===== config.mk =====
export PLATFORM = sky130hd
export DESIGN_NAME = wishbone_arbiter
export DESIGN_NICKNAME = d
export VERILOG_FILES = /design/src/rtl/wishbone_arbiter.sv
export SDC_FILE = /design/constraint.sdc
export NUM_CORES = 1
export LEC_CHECK = 0
export CORE_AREA = 2 2 171 173
export CTS_CLUSTER_SIZE = 14
export DETAILED_ROUTE_END_ITERATION = 16
export DIE_AREA = 0 0 173 175
export DONT_BUFFER_PORTS = 1
export GPL_TIMING_DRIVEN = 0
export PLACE_DENSITY = 0.31
export SYNTH_ARGS = -nofsm -noshare
export SYNTH_HDL_FRONTEND = slang
export SYNTH_SLANG_ARGS = --single-unit

===== constraint.sdc =====
create_clock -name clk -period 3.4 [get_ports clk]
set_input_delay 0.68 -clock clk [delete_from_list [all_inputs] [get_ports clk]]
set_output_delay 0.68 -clock clk [all_outputs]
set_load 0.01 [all_outputs]

===== src/rtl/wishbone_arbiter.sv =====
// wishbone_arbiter: round-robin arbiter letting NUM_MASTERS Wishbone masters share
// one slave port. Ownership is held for a whole cyc. A stall watchdog ends hung
// strobes with a forced error.
module wishbone_arbiter #(
    parameter int NUM_MASTERS    = 4,
    parameter int ADDR_WIDTH     = 32,
    parameter int DATA_WIDTH     = 32,
    parameter int SELECT_WIDTH   = DATA_WIDTH / 8,
    parameter int TIMEOUT_CYCLES = 255
) (
    input  logic                                 clk,
    input  logic                                 rst,
    input  logic [NUM_MASTERS*ADDR_WIDTH-1:0]    m_adr_i,
    input  logic [NUM_MASTERS*DATA_WIDTH-1:0]    m_dat_i,
    input  logic [NUM_MASTERS-1:0]               m_we_i,
    input  logic [NUM_MASTERS-1:0]               m_stb_i,
    input  logic [NUM_MASTERS-1:0]               m_cyc_i,
    input  logic [NUM_MASTERS*SELECT_WIDTH-1:0]  m_sel_i,
    output logic [DATA_WIDTH-1:0]                m_dat_o,
    output logic [NUM_MASTERS-1:0]               m_ack_o,
    output logic [NUM_MASTERS-1:0]               m_err_o,
    output logic [NUM_MASTERS-1:0]               m_rty_o,
    output logic [ADDR_WIDTH-1:0]                s_adr_o,
    output logic [DATA_WIDTH-1:0]                s_dat_o,
    output logic                                 s_we_o,
    output logic [SELECT_WIDTH-1:0]              s_sel_o,
    output logic                                 s_stb_o,
    output logic                                 s_cyc_o,
    input  logic [DATA_WIDTH-1:0]                s_dat_i,
    input  logic                                 s_ack_i,
    input  logic                                 s_err_i,
    input  logic                                 s_rty_i,
    output logic [NUM_MASTERS-1:0]               grant_o,
    output logic                                 timeout_o
);

    localparam int IDX_W = (NUM_MASTERS > 1) ? $clog2(NUM_MASTERS) : 1;
    localparam int CNT_W = (TIMEOUT_CYCLES > 0) ? $clog2(TIMEOUT_CYCLES + 1) : 1;
    localparam logic [CNT_W-1:0] CNT_LAST   = (TIMEOUT_CYCLES > 0) ? CNT_W'(TIMEOUT_CYCLES - 1) : '0;
    localparam logic [IDX_W-1:0] LAST_RESET = IDX_W'(NUM_MASTERS - 1);

    typedef enum logic [1:0] {
        IDLE,
        BUSY,
        TOUT
    } state_t;

    state_t                 state_q;
    logic [NUM_MASTERS-1:0] grant_q;
    logic [IDX_W-1:0]       lastIdx_q;
    logic [CNT_W-1:0]       wdogCount_q;
    logic [CNT_W-1:0]       wdogCount_d;
    logic                   timeout_q;

    logic                   winValid;
    logic [IDX_W-1:0]       winIdx;
    logic                   respAny;
    logic                   stalled;
    logic                   expire;

    // Round-robin search from the slot after the last owner; the nearest requester wins.
    always_comb begin
        logic [IDX_W-1:0] cand;
        winValid = 1'b0;
        winIdx   = '0;
        cand     = '0;
        for (int off = NUM_MASTERS; off >= 1; off--) begin
            cand = IDX_W'((int'(lastIdx_q) + off) % NUM_MASTERS);
            if (m_cyc_i[cand]) begin
                winValid = 1'b1;
                winIdx   = cand;
            end
        end
    end

    // Watchdog next count: only consecutive unanswered strobe cycles accumulate.
    always_comb begin
        respAny     = s_ack_i | s_err_i | s_rty_i;
        stalled     = (state_q == BUSY) && s_stb_o && !respAny;
        expire      = (TIMEOUT_CYCLES != 0) && stalled && (wdogCount_q == CNT_LAST);
        wdogCount_d = stalled ? wdogCount_q + CNT_W'(1) : '0;
    end

    // Arbitration FSM holding the registered grant, last owner, watchdog and timeout pulse.
    always_ff @(posedge clk) begin
        if (rst) begin
            state_q     <= IDLE;
            grant_q     <= '0;
            lastIdx_q   <= LAST_RESET;
            wdogCount_q <= '0;
            timeout_q   <= 1'b0;
        end else begin
            case (state_q)
                IDLE: begin
                    timeout_q   <= 1'b0;
                    wdogCount_q <= '0;
                    if (winValid) begin
                        state_q   <= BUSY;
                        grant_q   <= NUM_MASTERS'(1) << winIdx;
                        lastIdx_q <= winIdx;
                    end
                end
                BUSY: begin
                    if (!m_cyc_i[lastIdx_q]) begin
                        state_q     <= IDLE;
                        grant_q     <= '0;
                        wdogCount_q <= '0;
                    end else if (expire) begin
                        state_q     <= TOUT;
                        timeout_q   <= 1'b1;
                        wdogCount_q <= '0;
                    end else begin
                        wdogCount_q <= wdogCount_d;
                    end
                end
                TOUT: begin
                    state_q     <= IDLE;
                    grant_q     <= '0;
                    timeout_q   <= 1'b0;
                    wdogCount_q <= '0;
                end
                default: begin
                    state_q     <= IDLE;
                    grant_q     <= '0;
                    timeout_q   <= 1'b0;
                    wdogCount_q <= '0;
                end
            endcase
        end
    end

    // Bus mux: only the owner reaches the slave, and only the owner hears the slave.
    always_comb begin
        s_adr_o = '0;
        s_dat_o = '0;
        s_we_o  = 1'b0;
        s_sel_o = '0;
        s_stb_o = 1'b0;
        s_cyc_o = 1'b0;
        m_ack_o = '0;
        m_err_o = '0;
        m_rty_o = '0;
        if (state_q == BUSY) begin
            s_adr_o = m_adr_i[int'(lastIdx_q)*ADDR_WIDTH +: ADDR_WIDTH];
            s_dat_o = m_dat_i[int'(lastIdx_q)*DATA_WIDTH +: DATA_WIDTH];
            s_sel_o = m_sel_i[int'(lastIdx_q)*SELECT_WIDTH +: SELECT_WIDTH];
            s_we_o  = m_we_i[lastIdx_q];
            s_stb_o = m_stb_i[lastIdx_q];
            s_cyc_o = m_cyc_i[lastIdx_q];
            m_ack_o[lastIdx_q] = s_ack_i;
            m_err_o[lastIdx_q] = s_err_i;
            m_rty_o[lastIdx_q] = s_rty_i;
        end else if (state_q == TOUT) begin
            m_err_o[lastIdx_q] = 1'b1;
        end
    end

    assign m_dat_o   = s_dat_i;
    assign grant_o   = grant_q;
    assign timeout_o = timeout_q;

endmodule


==> impl_metrics.csv, run 1 <==
group,metric,value,unit
status,status,"completed",
critical_path,r2r.worst_path.cells,11,
cts,clock_tree_from_tritoncts,"done",
place,place.detailed.hpwl,15400,µm
sta,finalCritPeriodShare,91.3,%
cts,root_buf_cell,"sky130_fd_sc_hd__clkbuf_16",
logic_synthesis,synth.distinct_cells,43,
critical_path,critPathLaunch,"lastIdx_q[1]",
die,coreArea,28400,µm²
logic_synthesis,synth_area,3510,µm²
critical_path,cp.arrival,3.21,ns
logic_synthesis,synth-edff-count,0,
power_and_ir_drop,power.leakage,0.00159,µW
sta,maxSlewHeadroom,35.0,%
global_routing,grt_pass1_vias,3258,
run,drv_cap,0,
cts,clock_network_latency_to_the_later_pin_of_the_worst_skew_pair,0.24,ns
place,placedCellCount,717,
sta,rsz_0062_raised_after_global_routing,"no",
logic_synthesis,synthArstFlopShare,0,%
route,antenna_left,0,
die,fp.dieH,175,µm
die,rows,62,
route,dr_total_vias,3194,
die,io-pin-count,441,
logic_synthesis,netlist_instances,333,
logic_synthesis,synth_sequential_area_ratio,9.70,%
cts,cts_made_buffers,3,
logic_synthesis,synth-seq-cells,17,
route,drtPass1Iterations,4,
cts,cts-hold-fix-buffers,0,
layout,areaGrowthSynthToFinish,16.4,%
place,gp_congestion,0.862,
sta,clk_skew,0.00151,ns
die,initial_utilization,12.4,%
sta,setup_viol_count_final,0,
logic_synthesis,ys.warnings.count,0,
cts,numClockSinks,17,
sta,final-max-slew-violation-count,0,
place,buffer_ports.inserted,0,
route,avgRoutedWirePerCell,24.2,µm
sta,finalHoldViolCount,0,
critical_path,rr_endpoint,"grant_o[1]",
critical_path,rr_startpoint,"lastIdx_q[1]",
critical_path,path_class,"flop to flop",
global_routing,grt_first_pass_wirelength,23400,µm
sta,max_fclk,322,MHz
global_routing,grt.total_usage,10.3,%
critical_path,cp-endpoint,"grant_o[1]",
route,route.detailed.drc,0,
sta,worstMarginPinSlew,0.975,ns
cts,cts_htree_levels,1,
global_routing,grt_max_degree,11,
power_and_ir_drop,power-per-cell-area,649,nW/µm²
power_and_ir_drop,irDropWorstVdd,0.000131,V
critical_path,critical_path_peak_fanout,10,
critical_path,cp.required,3.51,ns
cts,clock_path_buffers,2,
sta,final_min_period,3.10,ns
critical_path,sort_of_element_at_the_end_of_the_critical_path,"flop",
sta,fin_setup_tns,0,ns
layout,num-nets-final,665,
route,viasPerCell,4.41,
logic_synthesis,synth.avg_cell_area,10.5,µm²
route,routed_wl,17500,µm
critical_path,r2r_setup_slack,0.30,ns
logic_synthesis,postSynth.topFlopCell,"sky130_fd_sc_hd__dfxtp_1",
layout,share_of_cells_above_drive_strength_1,38.9,%
route,drt_first_iter_violations,154,
global_routing,gr-total-overflow,0,
die,chipWidth,173,µm
die,die-area,30300,µm²
logic_synthesis,net_count_after_synthesis,660,
layout,final-instance-count-excl-fill,724,
min_path,hold_wc_path_type,"flop to flop",
sta,finalHoldWorstSlack,0.469,ns
global_routing,grt_antenna_before_repair,8,
critical_path,start_kind,"flop",
cts,path_clk_slew,0.05,ns
through the flow:
step | utilization, % | power (µW) | setup WS (ns) | instance area (µm²)
floorplan | - | 2000 | 0.756 | 3510
global placement | 14.0 | 2430 | -0.0420 | 3990
detailed placement | 14.0 | 2450 | -0.0666 | 3990
CTS | 14.3 | 2690 | 0.186 | 4070
global route | 14.4 | 2840 | 0.00383 | 4080
finish | 14.4 | 2650 | 0.296 | 4080
how the worst min path moves through the flow:
| stage | start | depth (start not counted) | slack, ns | to |
|---|---|---|---|---|
| after floorplan | wdogCount_q[0] | 1 | 0.43 | wdogCount_q[0] |
| after global placement | wdogCount_q[0] | 1 | 0.45 | wdogCount_q[0] |
| after detailed placement | wdogCount_q[0] | 1 | 0.47 | wdogCount_q[0] |
| after CTS | wdogCount_q[0] | 1 | 0.48 | wdogCount_q[0] |
| final | wdogCount_q[0] | 1 | 0.47 | wdogCount_q[0] |
| after global routing | wdogCount_q[0] | 1 | 0.49 | wdogCount_q[0] |
report_power, final:
group          internal (µW)  leakage, µW  switching [µW]  total [µW]
combinational           1000      0.00142            1140        2150
clock                    159    0.0000382            70.3         229
sequential               231     0.000138            40.9         272
per-layer routing:
metal	global-route usage [%]	share of wire, %	up-vias
met5	0	0.45	-
met4	2.40	1.5	10
met3	3.61	10	21
met2	18.2	52	242
met1	11.9	36	1622
li1	-	-	1299
state kept, by name, indices dropped and copies added, names as in the netlist:
name	flops
state_q	2
wdogCount_q	8
grant_o	4
lastIdx_q	2
timeout_o	1
area by class of cell:
| cell class | count | area [µm²] |
|---|---|---|
| Fill cell | 3232 | 24300 |
| Multi-Input combinational cell | 238 | 2720 |
| Tap cell | 384 | 480 |
| Buffer | 68 | 419 |
| Sequential cell | 17 | 340 |
| Clock buffer | 4 | 78.8 |
| Inverter | 10 | 37.5 |
| Antenna cell | 3 | 7.51 |
worst max-delay path: stages (launching register included):
cell and delay [ns]:
sky130_fd_sc_hd__dfxtp_1 0.38, sky130_fd_sc_hd__buf_6 0.15, sky130_fd_sc_hd__buf_2 0.32, sky130_fd_sc_hd__buf_2 0.33, sky130_fd_sc_hd__inv_1 0.14, sky130_fd_sc_hd__ha_1 0.39
sky130_fd_sc_hd__a221oi_2 0.30, sky130_fd_sc_hd__a31oi_2 0.09, sky130_fd_sc_hd__a211o_1 0.24, sky130_fd_sc_hd__a21oi_1 0.40, sky130_fd_sc_hd__nand2b_1 0.17, sky130_fd_sc_hd__a21oi_1 0.07
cell usage after synthesis (all sizes together) (2+ instances only):
| cell | count | share of area (%) |
|---|---|---|
| buf | 51 | 10 |
| a21oi | 4 | 0.57 |
| dfxtp | 17 | 9.7 |
| ha | 6 | 2.1 |
| clkbuf | 17 | 1.8 |
| xor2 | 4 | 1.0 |
| nor2 | 16 | 1.8 |
| xnor2 | 2 | 0.50 |
| mux2i | 2 | 0.57 |
| and2 | 7 | 1.2 |
| o32ai | 2 | 0.93 |
| and3 | 78 | 14 |
| a221oi | 3 | 0.93 |
| a211o | 2 | 0.50 |
| nor4 | 2 | 0.36 |
| nand2 | 14 | 1.6 |
| nand2b | 2 | 0.36 |
| mux4 | 71 | 46 |
| o31ai | 2 | 0.57 |
| o21ai | 3 | 0.54 |
| inv | 10 | 1.1 |
| nand3 | 6 | 0.86 |
placed cells by master (no fill, tap or decap), types with 3 or more instances in the layout:
master                      count
sky130_fd_sc_hd__nand3_1        6
sky130_fd_sc_hd__and2_1         6
sky130_fd_sc_hd__diode_2        3
sky130_fd_sc_hd__dfxtp_1       17
sky130_fd_sc_hd__and3_1        78
sky130_fd_sc_hd__mux4_2        71
sky130_fd_sc_hd__buf_1          6
sky130_fd_sc_hd__clkbuf_16      3
sky130_fd_sc_hd__nor2_1        15
sky130_fd_sc_hd__buf_4         38
sky130_fd_sc_hd__buf_2          5
sky130_fd_sc_hd__nand2_1       13
sky130_fd_sc_hd__inv_1         10
sky130_fd_sc_hd__xor2_1         4
sky130_fd_sc_hd__clkbuf_1      18
sky130_fd_sc_hd__a21oi_1        4
sky130_fd_sc_hd__ha_1           6
cell families after synthesis:
group / after synthesis / share of synthesized area, %
compound gates: 24 / 6.71
xor+xnor: 6 / 1.50
fa+ha+maj: 6 / 2.14
buf+inv: 78 / 13.0
flops: 17 / 9.70
mux: 73 / 46.2
simple gates: 129 / 20.8
repair_timing:
item	4_1_cts	5_1_grt
setup endpoints to repair	5	2
endpoints found under the hold margin	0	0
pin swaps	0	0
resized for setup	1	1
setup buffers	0	0
Power figures use the tool's default switching activity.
==> run 2: changes to the inputs <==
clock period = 3.6 ns   (was 3.4 ns; I/O delays follow)
==> run 2 against run 1 <==
  * Clock skew did not move
  * Cell area fell by 0.15%
  * Critical path depth did not move
  * Total power fell by 5.7%
  * Utilization barely moved
  * Non-clock buffer count did not move
  * Count of clock-buffer cells in the layout did not move
  * Maximum frequency fell by 0.98%
  * Hold slack did not move
  * Routed wire length did not move
  * First-iteration DRC count rose by 3.9%
  * Critical path type unchanged
  * Largest cell class unchanged
  * Largest power group unchanged
==> impl_metrics.csv, run 2 (synthesized netlist as in run 1, its figures left out) <==
group,metric,value,unit
cts,clock_path_buffers,2,
critical_path,slowest_delay,0.40,ns
sta,max_fclk,319,MHz
route,avgRoutedWirePerCell,24.2,µm
sta,finalHoldWorstSlack,0.469,ns
place,cell_area_after_placement,3990,µm²
global_routing,grt.total_usage,10.3,%
power_and_ir_drop,power.share.sequential,10.3,%
critical_path,critical_path_peak_fanout,10,
critical_path,path_class,"flop to flop",
power_and_ir_drop,irDropWorstVdd,0.000125,V
critical_path,cp.arrival,3.24,ns
die,die-area,30300,µm²
cts,clock_tree_from_tritoncts,"done",
global_routing,use_met2,18.2,%
global_routing,gr-usage-met1,11.9,%
cts,numClockSinks,17,
power_and_ir_drop,clock_network_fraction_of_total_power,8.7,%
status,status,"completed",
die,io-pin-count,441,
layout,share_of_cells_above_drive_strength_1,38.6,%
layout,largest_register_ffs,8,
route,viasPerCell,4.42,
die,rows,62,
route,route.detailed.drc,0,
sta,final-max-slew-violation-count,0,
route,drtPass1Iterations,4,
cts,cts_made_buffers,3,
layout,layout.cell_area.non_filler,4080,µm²
global_routing,grt_antenna_before_repair,8,
critical_path,sort_of_element_at_the_end_of_the_critical_path,"flop",
layout,areaGrowthSynthToFinish,16.2,%
power_and_ir_drop,power.share.switching,47.3,%
critical_path,critical-path-top-delay-family,"compound AO/OA/AOI/OAI gates",
sta,clk_skew,0.00151,ns
layout,most_common_cell_after_layout_fill_and_taps_aside,"sky130_fd_sc_hd__and3_1",
route,antenna_left,0,
die,chipWidth,173,µm
die,initial_utilization,12.4,%
cts,path_clk_slew,0.05,ns
sta,rsz_0062_raised_after_global_routing,"no",
global_routing,grt_first_pass_wirelength,23400,µm
cts,post_cts.repair.setup_buffers,0,
power_and_ir_drop,power.leakage,0.00159,µW
place,place.detailed.hpwl,15400,µm
global_routing,gr-total-overflow,0,
critical_path,worst-path-buf-inv,4,
layout,layout.cells.most_common_list,"sky130_fd_sc_hd__and3_1, sky130_fd_sc_hd__mux4_2, sky130_fd_sc_hd__buf_4, sky130_fd_sc_hd__clkbuf_1, sky130_fd_sc_hd__dfxtp_1",
global_routing,grt_max_degree,11,
sta,maxSlewHeadroom,36.5,%
layout,num-nets-final,665,
cts,cts_htree_levels,1,
power_and_ir_drop,internal_power,1320,µW
global_routing,grt_pass1_vias,3258,
critical_path,crit_top_cell,"sky130_fd_sc_hd__a21oi_1",
place,buffer_ports.inserted,0,
critical_path,start_kind,"flop",
route,routed_wl,17500,µm
route,dr_total_vias,3197,
route,drt_first_iter_violations,160,
layout,regMostFlops,"wdogCount_q",
critical_path,crit_chain,"buf_6 -> buf_2 -> clkbuf_2 -> inv_1 -> ha_1 -> a221oi_2 -> a31oi_2 -> a211o_1 -> a21oi_1 -> nand2b_1 -> a21oi_1",
die,fp.dieH,175,µm
sta,final_min_period,3.13,ns
sta,fin_setup_tns,0,ns
min_path,hold_wc_path_type,"flop to flop",
sta,worstMarginPinSlew,0.952,ns
critical_path,cp.required,3.71,ns
sta,finalHoldViolCount,0,
sta,finalCritPeriodShare,87.1,%
place,gp_congestion,0.862,
power_and_ir_drop,switchingPower,1180,µW
critical_path,cpMaxStageDelayCell,"sky130_fd_sc_hd__a21oi_1",
die,coreArea,28400,µm²
sta,setup_viol_count_final,0,
power_and_ir_drop,combinational_power_share,81.0,%
cts,clock_network_latency_to_the_later_pin_of_the_worst_skew_pair,0.24,ns
cts,root_buf_cell,"sky130_fd_sc_hd__clkbuf_16",
global_routing,grt_use_met3,3.61,%
run,drv_cap,0,
power_and_ir_drop,power-per-cell-area,613,nW/µm²
global_routing,top_usage_layer,"met2",
## run 2: cell count changes in the layout (fill, tap and decap cells not counted)
cell,delta
sky130_fd_sc_hd__buf_2,-1
sky130_fd_sc_hd__clkbuf_2,+1
sky130_fd_sc_hd__nor4_1,+1
sky130_fd_sc_hd__nor4_2,-1
## run 2: worst paths after layout
check | cells after the start | start | slack (ns) | endpoint
worst min-delay path | 1 | wdogCount_q[0] | 0.47 | wdogCount_q[0]
worst min register to register | 1 | wdogCount_q[0] | 0.47 | wdogCount_q[0]
worst max register to register | 11 | lastIdx_q[1] | 0.47 | grant_o[1]
worst max-delay path | 11 | lastIdx_q[1] | 0.47 | grant_o[1]
## run 2: power groups by stage
| stage | combinational [µW] | clock (µW) | sequential, µW |
|---|---|---|---|
| global route | 2180 | 235 | 262 |
| finish | 2020 | 216 | 257 |
| detailed placement | 2050 | 0 | 266 |
| global placement | 2030 | 0 | 266 |
| CTS | 2060 | 224 | 262 |
| floorplan | 1640 | 0 | 248 |
## run 2: timing repair
action	4_1_cts	5_1_grt
endpoints found under the setup margin	0	5
endpoints found under the hold margin	0	0
resized for setup	0	1
hold buffers	0	0
## run 2: worst reg2reg max path, delay by kind of cell (launching register included)
family	cells	cell delay (ns)
compound gates	5	1.11
buf+inv	4	0.96
simple gates	1	0.17
fa+ha+maj	1	0.39
flops	1	0.38
## run 2: metrics by stage
step / setup slack [ns] / instances / power (µW) / utilization, %
floorplan: 0.956 / 333 / 1890 / -
global placement: 0.158 / 717 / 2290 / 14.0
detailed placement: 0.133 / 717 / 2310 / 14.0
CTS: 0.106 / 721 / 2540 / 14.3
global route: 0.0209 / 724 / 2680 / 14.4
finish: 0.465 / 724 / 2500 / 14.4
## run 2: per-layer routing
layer,vias to the layer above,share of wire [%]
li1,1299,-
met1,1625,36
met2,240,52
met3,23,10
met4,10,1.6
met5,-,0.45
## run 2: layout make-up
cell class,instances,area (µm²)
Antenna cell,3,7.51
Buffer,68,419
Clock buffer,4,78.8
Fill cell,3230,24300
Inverter,10,37.5
Multi-Input combinational cell,238,2710
Sequential cell,17,340
Tap cell,384,480
==> run 3: changes to the inputs <==
CTS_CLUSTER_SIZE = unset   (was 14)
==> results of run 3 <==
Final layout, timing and power as in run 2 (identical DEF).
